## src/rtl/dma_copy_ctrl.sv

```systemverilog
// dma_copy_ctrl: single-command DMA copy sequencer issuing tagged 64-bit reads/writes through a slot table
package dma_pkg;
  localparam int DMA_ADDR_W = 40;
  typedef enum logic {REQ_READ = 1'b0, REQ_WRITE = 1'b1} req_type_e;
  typedef struct packed {
    req_type_e             req_type;
    logic [6:0]            tid;
    logic [DMA_ADDR_W-1:0] addr;
    logic [63:0]           wdata;
    logic [7:0]            mask;
  } dma_req_t;
  typedef struct packed {
    logic [6:0]  tid;
    logic [63:0] rdata;
    logic        is_wr_rsp;
  } dma_rsp_t;
endpackage

module dma_copy_ctrl
  import dma_pkg::*;
#(
  parameter int N_SLOT = 8,
  parameter int ADDR_W = 40,
  parameter int LEN_W  = 16
) (
  input  logic              clk,
  input  logic              rstn,
  input  logic              cmd_valid,
  input  logic [ADDR_W-1:0] cmd_src,
  input  logic [ADDR_W-1:0] cmd_dst,
  input  logic [LEN_W-1:0]  cmd_beats,
  output logic              cmd_ready,
  output logic              busy,
  output logic              done,
  output logic              err,
  output logic              req_valid,
  output dma_req_t          req,
  input  logic              req_ready,
  input  logic              rsp_valid,
  input  dma_rsp_t          rsp,
  output logic              rsp_ready
);
  localparam int SW = $clog2(N_SLOT);
  typedef enum logic [1:0] {IDLE, RUN, DONE} state_e;
  typedef enum logic [1:0] {FREE, RD_PEND, DATA} slot_e;

  state_e            state_q, state_d;
  logic [ADDR_W-1:0] src_q, src_d, dst_q, dst_d;
  logic [LEN_W-1:0]  beats_q, beats_d, rd_iss_q, rd_iss_d, wr_iss_q, wr_iss_d, wr_ack_q, wr_ack_d;
  logic              err_q, err_d, hold_q, hold_d;
  dma_req_t          hreq_q, hreq_d, arb_req;
  slot_e             st_q [N_SLOT];
  slot_e             st_d [N_SLOT];
  logic [LEN_W-1:0]  idx_q [N_SLOT];
  logic [LEN_W-1:0]  idx_d [N_SLOT];
  logic [63:0]       data_q [N_SLOT];
  logic [63:0]       data_d [N_SLOT];
  logic              any_free, any_data, all_free, rd_ok, wr_ok, acc, in_rng;
  logic [SW-1:0]     free_s, data_s, acc_s, rsp_s;

  assign cmd_ready = state_q == IDLE;
  assign busy      = state_q != IDLE;
  assign done      = state_q == DONE;
  assign err       = err_q;
  assign rsp_ready = 1'b1;
  assign req_valid = hold_q | wr_ok | rd_ok;
  assign req       = hold_q ? hreq_q : (wr_ok | rd_ok) ? arb_req : '0;

  // pick lowest-index DATA slot for a write, else lowest-index FREE slot for a read
  always_comb begin
    any_free = 1'b0;
    any_data = 1'b0;
    all_free = 1'b1;
    free_s   = '0;
    data_s   = '0;
    for (int i = N_SLOT - 1; i >= 0; i--) begin
      if (st_q[i] == FREE) begin
        any_free = 1'b1;
        free_s   = SW'(i);
      end
      if (st_q[i] == DATA) begin
        any_data = 1'b1;
        data_s   = SW'(i);
      end
      if (st_q[i] != FREE) all_free = 1'b0;
    end
    wr_ok            = state_q == RUN && any_data;
    rd_ok            = state_q == RUN && any_free && rd_iss_q < beats_q;
    arb_req.req_type = wr_ok ? REQ_WRITE : REQ_READ;
    arb_req.tid      = wr_ok ? {1'b1, 6'(data_s)} : {1'b0, 6'(free_s)};
    arb_req.addr     = wr_ok ? dst_q + (ADDR_W'(idx_q[data_s]) << 3) : src_q + (ADDR_W'(rd_iss_q) << 3);
    arb_req.wdata    = wr_ok ? data_q[data_s] : 64'd0;
    arb_req.mask     = wr_ok ? 8'hFF : 8'h00;
  end

  // next state: request hold, accepts, responses, command and FSM transitions
  always_comb begin
    state_d  = state_q;
    src_d    = src_q;
    dst_d    = dst_q;
    beats_d  = beats_q;
    rd_iss_d = rd_iss_q;
    wr_iss_d = wr_iss_q;
    wr_ack_d = wr_ack_q;
    err_d    = err_q;
    st_d     = st_q;
    idx_d    = idx_q;
    data_d   = data_q;
    acc      = req_valid & req_ready;
    hold_d   = req_valid & ~req_ready;
    hreq_d   = req;
    acc_s    = req.tid[SW-1:0];
    rsp_s    = rsp.tid[SW-1:0];
    in_rng   = {1'b0, rsp.tid[5:0]} < 7'(N_SLOT);
    if (acc && req.req_type == REQ_WRITE) begin
      st_d[acc_s] = FREE;
      wr_iss_d    = wr_iss_q + LEN_W'(1);
    end
    if (acc && req.req_type == REQ_READ) begin
      st_d[acc_s]  = RD_PEND;
      idx_d[acc_s] = rd_iss_q;
      rd_iss_d     = rd_iss_q + LEN_W'(1);
    end
    if (rsp_valid) begin
      if (!rsp.is_wr_rsp && !rsp.tid[6] && in_rng && st_q[rsp_s] == RD_PEND) begin
        st_d[rsp_s]   = DATA;
        data_d[rsp_s] = rsp.rdata;
      end else if (rsp.is_wr_rsp && rsp.tid[6] && in_rng && state_q == RUN && wr_ack_q < wr_iss_q) begin
        wr_ack_d = wr_ack_q + LEN_W'(1);
      end else begin
        err_d = 1'b1;
      end
    end
    if (state_q == IDLE && cmd_valid) begin
      src_d    = cmd_src;
      dst_d    = cmd_dst;
      beats_d  = cmd_beats;
      rd_iss_d = '0;
      wr_iss_d = '0;
      wr_ack_d = '0;
      err_d    = 1'b0;
      state_d  = cmd_beats == '0 ? DONE : RUN;
    end
    if (state_q == RUN && rd_iss_q == beats_q && wr_iss_q == beats_q && wr_ack_q == beats_q && all_free)
      state_d = DONE;
    if (state_q == DONE) state_d = IDLE;
  end

  // state registers
  always_ff @(posedge clk or negedge rstn) begin
    if (!rstn) begin
      state_q  <= IDLE;
      src_q    <= '0;
      dst_q    <= '0;
      beats_q  <= '0;
      rd_iss_q <= '0;
      wr_iss_q <= '0;
      wr_ack_q <= '0;
      err_q    <= 1'b0;
      hold_q   <= 1'b0;
      hreq_q   <= '0;
      for (int i = 0; i < N_SLOT; i++) begin
        st_q[i]   <= FREE;
        idx_q[i]  <= '0;
        data_q[i] <= '0;
      end
    end else begin
      state_q  <= state_d;
      src_q    <= src_d;
      dst_q    <= dst_d;
      beats_q  <= beats_d;
      rd_iss_q <= rd_iss_d;
      wr_iss_q <= wr_iss_d;
      wr_ack_q <= wr_ack_d;
      err_q    <= err_d;
      hold_q   <= hold_d;
      hreq_q   <= hreq_d;
      st_q     <= st_d;
      idx_q    <= idx_d;
      data_q   <= data_d;
    end
  end
endmodule

```

## config.mk

```make
export PLATFORM = sky130hd
export DESIGN_NAME = dma_copy_ctrl
export DESIGN_NICKNAME = d
export VERILOG_FILES = /design/src/rtl/dma_copy_ctrl.sv
export SDC_FILE = /design/constraint.sdc
export NUM_CORES = 2
export LEC_CHECK = 0
export CAP_MARGIN = 0
export CORE_ASPECT_RATIO = 0.6
export CORE_MARGIN = 5
export CORE_UTILIZATION = 40
export DETAILED_ROUTE_END_ITERATION = 12
export GPL_ROUTABILITY_DRIVEN = 1
export PLACE_DENSITY = 0.67
export REMOVE_ABC_BUFFERS = 1
export SLEW_MARGIN = 20
export SYNTH_ARGS = -nofsm -noshare
export SYNTH_HDL_FRONTEND = slang
export SYNTH_SLANG_ARGS = --single-unit
```

## constraint.sdc

```tcl
create_clock -name clk -period 7.2 [get_ports clk]
set_input_delay 2.16 -clock clk [delete_from_list [all_inputs] [get_ports clk]]
set_output_delay 2.16 -clock clk [all_outputs]
set_load 0.02 [all_outputs]
```

=== Word level (Yosys, flattened, before mapping) ===
Cells that the tools add are included.
Widths: inputs -> output; s select.

* Register bits: 924
* Input bits: 173
* Output and inout bits: 126
* Word-level logic and storage cells: 219

* Add/sub/neg operators: 5
* $lt $le $gt $ge: 8
* Eq/ne operators: 16
* Muxes and demuxes: 86
* Bitwise logic cells: 18
* Reduce and logical (&&, ||, !) cells: 48

{| class="wikitable"
|+ Operators with widths
! operator !! count
|-
| $bwmux 512 || 1
|-
| $mux 64 || 4
|-
| $mux 120 || 2
|-
| $mux 16 || 15
|-
| $bmux 64 s3 || 1
|-
| $demux 64 s3 || 1
|-
| $bwmux 128 || 1
|-
| $add 40x19->40 || 2
|-
| $add 16x1->16 const B || 3
|-
| $bmux 16 s3 || 1
|-
| $demux 16 s3 || 1
|-
| $eq 16x16->1 || 3
|-
| $mux 3 || 16
|-
| $mux 40 || 1
|-
| $lt 16x16->1 || 2
|-
| $mux 1 || 29
|-
| $reduce_bool 2->1 || 13
|-
| $logic_and 1x1->1 || 19
|-
| $eq 2x2->1 const B || 9
|-
| $logic_not 2->1 || 9
|-
| $and 16x16->16 || 1
|-
| $and 8x8->8 || 2
|-
| $logic_not 16->1 || 1
|-
| $mux 2 || 8
|-
| 20 further kinds || 36
|}

=== Longest topological paths before layout ===
* Depth after elaboration: 30
* Depth in mapped cells: 20
* Depth with buffers taken out: 16

=== Worst setup path before layout ===
OpenSTA, ideal clock, no wires.

* Path type: reg2out
* Start point: register st_q[0] (netlist bit)
* End point: output port req[100] (netlist bit)
* Arrival time: 4.700 ns
* Data required time: 5.040 ns
* Setup slack: 0.340 ns
* Cell stages (with the launch flop): 18
* Buffers on the path: 3
* Cells stage by stage: dfrtp_1 > nand2b_1 > a211oi_1 > o211a_1 > clkbuf_1 > clkbuf_1 > buf_1 > a211oi_1 > a311oi_1 > a21o_1 > ha_1 > a21oi_1 > o2111ai_1 > a2111oi_0 > nor3_1 > o2111ai_1 > xor2_1 > o221ai_1

{| class="wikitable"
|+ RTL lines
! what !! RTL line !! source
|-
| start: declaration || 52 || <nowiki>slot_e st_q [N_SLOT];</nowiki>
|-
| start signal: assignment || 178 || <nowiki>st_q <= st_d;</nowiki>
|-
| end: declaration || 37 || <nowiki>output dma_req_t req,</nowiki>
|}

==> results_tabular.tex <==
\begin{tabular}{lr}
\hline
Metric & Value \\
\hline
\multicolumn{2}{l}{\textbf{Critical path}} \\
\quad Category of the worst setup path launch point & flop \\
\quad Arrival time worst endpoint & between 5 and 6 ns \\
\quad Minimum setup slack among reg-to-reg paths & between 2 and 2.5 ns \\
\quad Worst endpoint required time & slightly above 5 ns \\
\quad Category of the most critical setup path & flop to output pin \\
\quad Highest net fanout along the worst path & 7 \\
\quad Sort of element at the end of the critical path & output pin \\
\multicolumn{2}{l}{\textbf{Synth}} \\
\quad Gate Count Post-Synth & between 3000 and 4000 \\
\quad Average size of a mapped cell & approximately 12 sq um \\
\quad Top cell type's share of synthesized area & 0.5141 \\
\quad Count of distinct cell types in the synthesized netlist & between 70 and 80 \\
\quad Fraction of the yosys area taken by sequential cells & 0.5141 \\
\quad Yosys synthesis warning count & 0 \\
\quad Count of flip-flops with a built-in enable after synthesis & 0 \\
\quad Proportion of register bits with asynchronous set or reset after synthesis & 1.000 \\
\quad Ys flop type & dfrtp\_1 \\
\quad Synth area leader & dfrtp\_1 \\
\quad Area of the mapped netlist & approximately 45000 sq um \\
\quad Leading post-synthesis cells by cell area & dfrtp\_1, mux2\_2, mux2i\_1 \\
\quad Yosys reg bits & between 900 and 1000 \\
\multicolumn{2}{l}{\textbf{STA}} \\
\quad Final setup slack of the worst path & -0.06221 ns \\
\quad Summed negative setup slack over all endpoints & -0.1216 ns \\
\quad Unrepaired setup endpoints after global routing & true \\
\quad Maximum achievable frequency & about 140 MHz \\
\quad Final hold slack & between 0.4 and 0.5 ns \\
\quad Minimum clock period after layout & $\sim$7.3 ns \\
\quad Rel. slew slack & 0.2094 \\
\quad Final setup violation count & 3 \\
\quad Count of final hold-check violations & 0 \\
\quad Fin crit share & 1.009 \\
\quad Skew final & around 0.046 ns \\
\quad Slew of the pin with the lowest slew margin & 1.167 ns \\
\quad Max-slew violations & 0 \\
\multicolumn{2}{l}{\textbf{Route}} \\
\quad Initial drt markers & 2809 \\
\quad Detail Route Antenna Nets & 0 \\
\quad Detail-routed via count per cell & between 5 and 6 \\
\quad First-pass iteration count of the detailed router & 5 \\
\quad Number of DRC violations after detailed routing & 0 \\
\quad Final routed wire length divided by cell count & between 20 and 25 um \\
\quad Vias after detailed routing & between 30000 and 40000 \\
\quad Final WL & between 100 and 150 mm \\
\multicolumn{2}{l}{\textbf{Finish}} \\
\quad Synth-to-Final Area Change & 21.31\% \\
\quad Design Area, Final & $\sim$55000 sq um \\
\quad Layout net count & between 4000 and 5000 \\
\quad Final design utilization & 0.4883 \\
\quad Most frequent standard cell in the layout excluding fill and tap cells & dfrtp\_1 \\
\quad Commonest non-fill, non-tap cells in the layout & dfrtp\_1, mux2\_2, nand2\_1, mux2i\_1, clkdlybuf4s50\_1 \\
\quad Share of final-layout standard cells stronger than drive strength 1 & 0.2575 \\
\multicolumn{2}{l}{\textbf{Place}} \\
\quad Area after DPL & roughly 50000 sq um \\
\quad Total of buffers placed on input and output ports & 297 \\
\quad Placer congestion estimate & about 0.91 \\
\quad Post-Place Worst Slack & -0.1315 ns \\
\quad Dpl hpwl & a little over 80 mm \\
\multicolumn{2}{l}{\textbf{Floorplanning}} \\
\quad Die outline height & about 270 um \\
\quad Std cell rows & 95 \\
\quad IO Count & between 200 and 300 \\
\quad Initial Util & 0.4026 \\
\quad Chip width & 442.9 um \\
\quad Floorplan Core Area & about 110000 sq um \\
\quad Total Die Area & roughly 120000 sq um \\
\multicolumn{2}{l}{\textbf{CTS}} \\
\quad CTS clk-pin slew, worst paths & around 0.060 ns \\
\quad CTS hold repair buffers & 0 \\
\quad Clock root buffer master & clkbuf\_16 \\
\quad Insertion delay to the later sink of the worst-skew pair & 0.72 ns \\
\quad Number of clock sinks seen by CTS & a little over 900 \\
\quad CTS tree & yes \\
\quad CTS Buf Count & between 90 and 100 \\
\quad Clock Tree Buf Depth & 3 \\
\quad H-tree lvl count & 3 \\
\multicolumn{2}{l}{\textbf{GRT}} \\
\quad Vias in the first global route & approximately 32000 \\
\quad Initial antenna violation count & 13 \\
\quad First-pass GRT wire length & between 150 and 200 mm \\
\quad Largest net degree at the start of global routing & between 150 and 200 \\
\quad Overflow after GRT & 0 \\
\quad All-layer global routing usage & 0.2095 \\
\multicolumn{2}{l}{\textbf{Power}} \\
\quad Power spent charging and discharging nets & 6993 uW \\
\quad Power per cell area & between 300 and 400 nW/um\^{}2 \\
\quad Share of total power in sequential cells & 0.324 \\
\quad Net switching fraction of the power & 0.3749 \\
\quad Leakage & 0.02631 uW \\
\quad Internal & 11660 uW \\
\quad Share of total power in the clock network & 0.270 \\
\quad Worst VDD drop & around 0.00032 V \\
\quad Comb pwr share & 0.406 \\
\multicolumn{2}{l}{\textbf{Outcome}} \\
\quad Violations in the final reports & setup timing \\
\quad Outcome & finished, violations left \\
\multicolumn{2}{l}{\textbf{Worst hold path}} \\
\quad Type of the worst min-delay path & flop to flop \\
\multicolumn{2}{l}{\textbf{Flow run}} \\
\quad Number of violations of the max-capacitance limit & 0 \\
\hline
\end{tabular}
-- cells by family after synthesis --
kind of cell / count (synthesis) / share of synthesized area
adders and majority gates: 70 / 0.01981
muxes: 1092 / 0.2627
xor gates and xnor gates: 74 / 0.01441
buffers and inverters: 314 / 0.02910
and+or+nand+nor: 839 / 0.08654
DFF: 924 / 0.5141
other: 1 / 0.00008337
AOI/OAI and AO/OA: 506 / 0.07333
-- what timing repair did --
item	4_1_cts	5_1_grt
endpoints found under the setup margin	58	55
buffers inserted	11	24
pin swaps	25	41
hold endpoints to repair	0	0
gates cloned	6	8
resized for setup	171	115
-- cell usage after synthesis (6+ instances only) --
master / count
clkbuf_1: 145
nand3_1: 34
o221ai_1: 15
o21ai_0: 137
a21o_1: 30
nor2b_1: 14
mux2_2: 594
xnor2_1: 46
and4_1: 12
nand3b_1: 7
o22ai_1: 15
or2_2: 6
and3_1: 17
mux2i_1: 452
mux2_1: 24
xor2_1: 28
nor4_1: 11
buf_6: 8
mux2_4: 22
a31oi_1: 25
inv_1: 65
buf_1: 40
nand4_1: 32
or3_1: 30
ha_1: 68
nand2_1: 490
a211oi_1: 46
or4_1: 29
o211ai_1: 21
a311oi_1: 20
a21oi_1: 94
o31ai_1: 35
nand2b_1: 13
nor2_1: 61
nor3_1: 28
buf_2: 53
dfrtp_1: 924
o2111ai_1: 7
and2_1: 46
-- final timing paths --
path                               from          end  depth (start not counted)
setup / recovery                st_q[2]     req[109]                         22
hold / removal               hreq_q[87]   hreq_q[87]                          2
setup reg to reg           rd_iss_q[12]   idx_q[120]                         10
hold reg to reg              hreq_q[87]   hreq_q[87]                          2
max in group asynchronous          rstn  data_q[377]                          2
min in group asynchronous          rstn   data_q[25]                          1
-- power by group through the flow --
stage               clock network (uW)  registers (uW)  logic [uW]
global placement                     0            6080        6370
floorplan                            0            5990        4170
global route                      5390            6080        7980
finish                            5050            6040        7570
CTS                               5170            6010        6870
detailed placement                   0            6090        6450
-- stage by stage --
| step | power, uW | cells |
|---|---|---|
| floorplan | 10170 | 3573 |
| global placement | 12450 | 5494 |
| detailed placement | 12540 | 5494 |
| CTS | 18050 | 5678 |
| global route | 19450 | 5712 |
| finish | 18650 | 5715 |
-- final cells by class --
| type | count | area [sq um] |
|---|---|---|
| Multi-Input combinational cell | 2586 | 21400 |
| Antenna cell | 6 | 15.01 |
| Tap cell | 1503 | 1881 |
| Clock buffer | 129 | 2623 |
| Fill cell | 9842 | 57170 |
| Sequential cell | 924 | 23130 |
| Inverter | 67 | 251.5 |
| Clock inverter | 39 | 506.7 |
| Timing Repair Buffer | 461 | 4762 |
-- flip-flops by register name, summed over array words and instances, names as in the netlist --
signal / cells
data_q: 512
idx_q: 128
hreq_q: 120
dst_q: 40
src_q: 40
beats_q: 16
rd_iss_q: 16
st_q: 16
wr_ack_q: 16
wr_iss_q: 16
state_q: 2
err: 1
hold_q: 1
-- critical path, stage by stage (launching register included) --
cell and delay [ns]:
dfrtp_1 0.39, nand2b_4 0.16, a211oi_4 0.26, o211ai_1 0.14
buf_4 0.22, clkbuf_16 0.18, and2_1 0.17, a211oi_2 0.21
a31oi_1 0.06, a21o_1 0.23, ha_4 0.18, fa_2 0.39
nand3_4 0.12, a21oi_4 0.09, o211ai_1 0.30, buf_4 0.18
o31ai_4 0.08, buf_12 0.16, clkbuf_16 0.17, and4_1 0.19
o31ai_1 0.20, o21ai_1 0.12, buf_4 0.18
-- layer usage --
layer / wire [um] / track usage
met5: 47 / 0
met4: 2496 / 0.04601
met1: 62040 / 0.3178
met3: 9556 / 0.05154
met2: 55240 / 0.3017
Power figures use the tool's default switching activity.
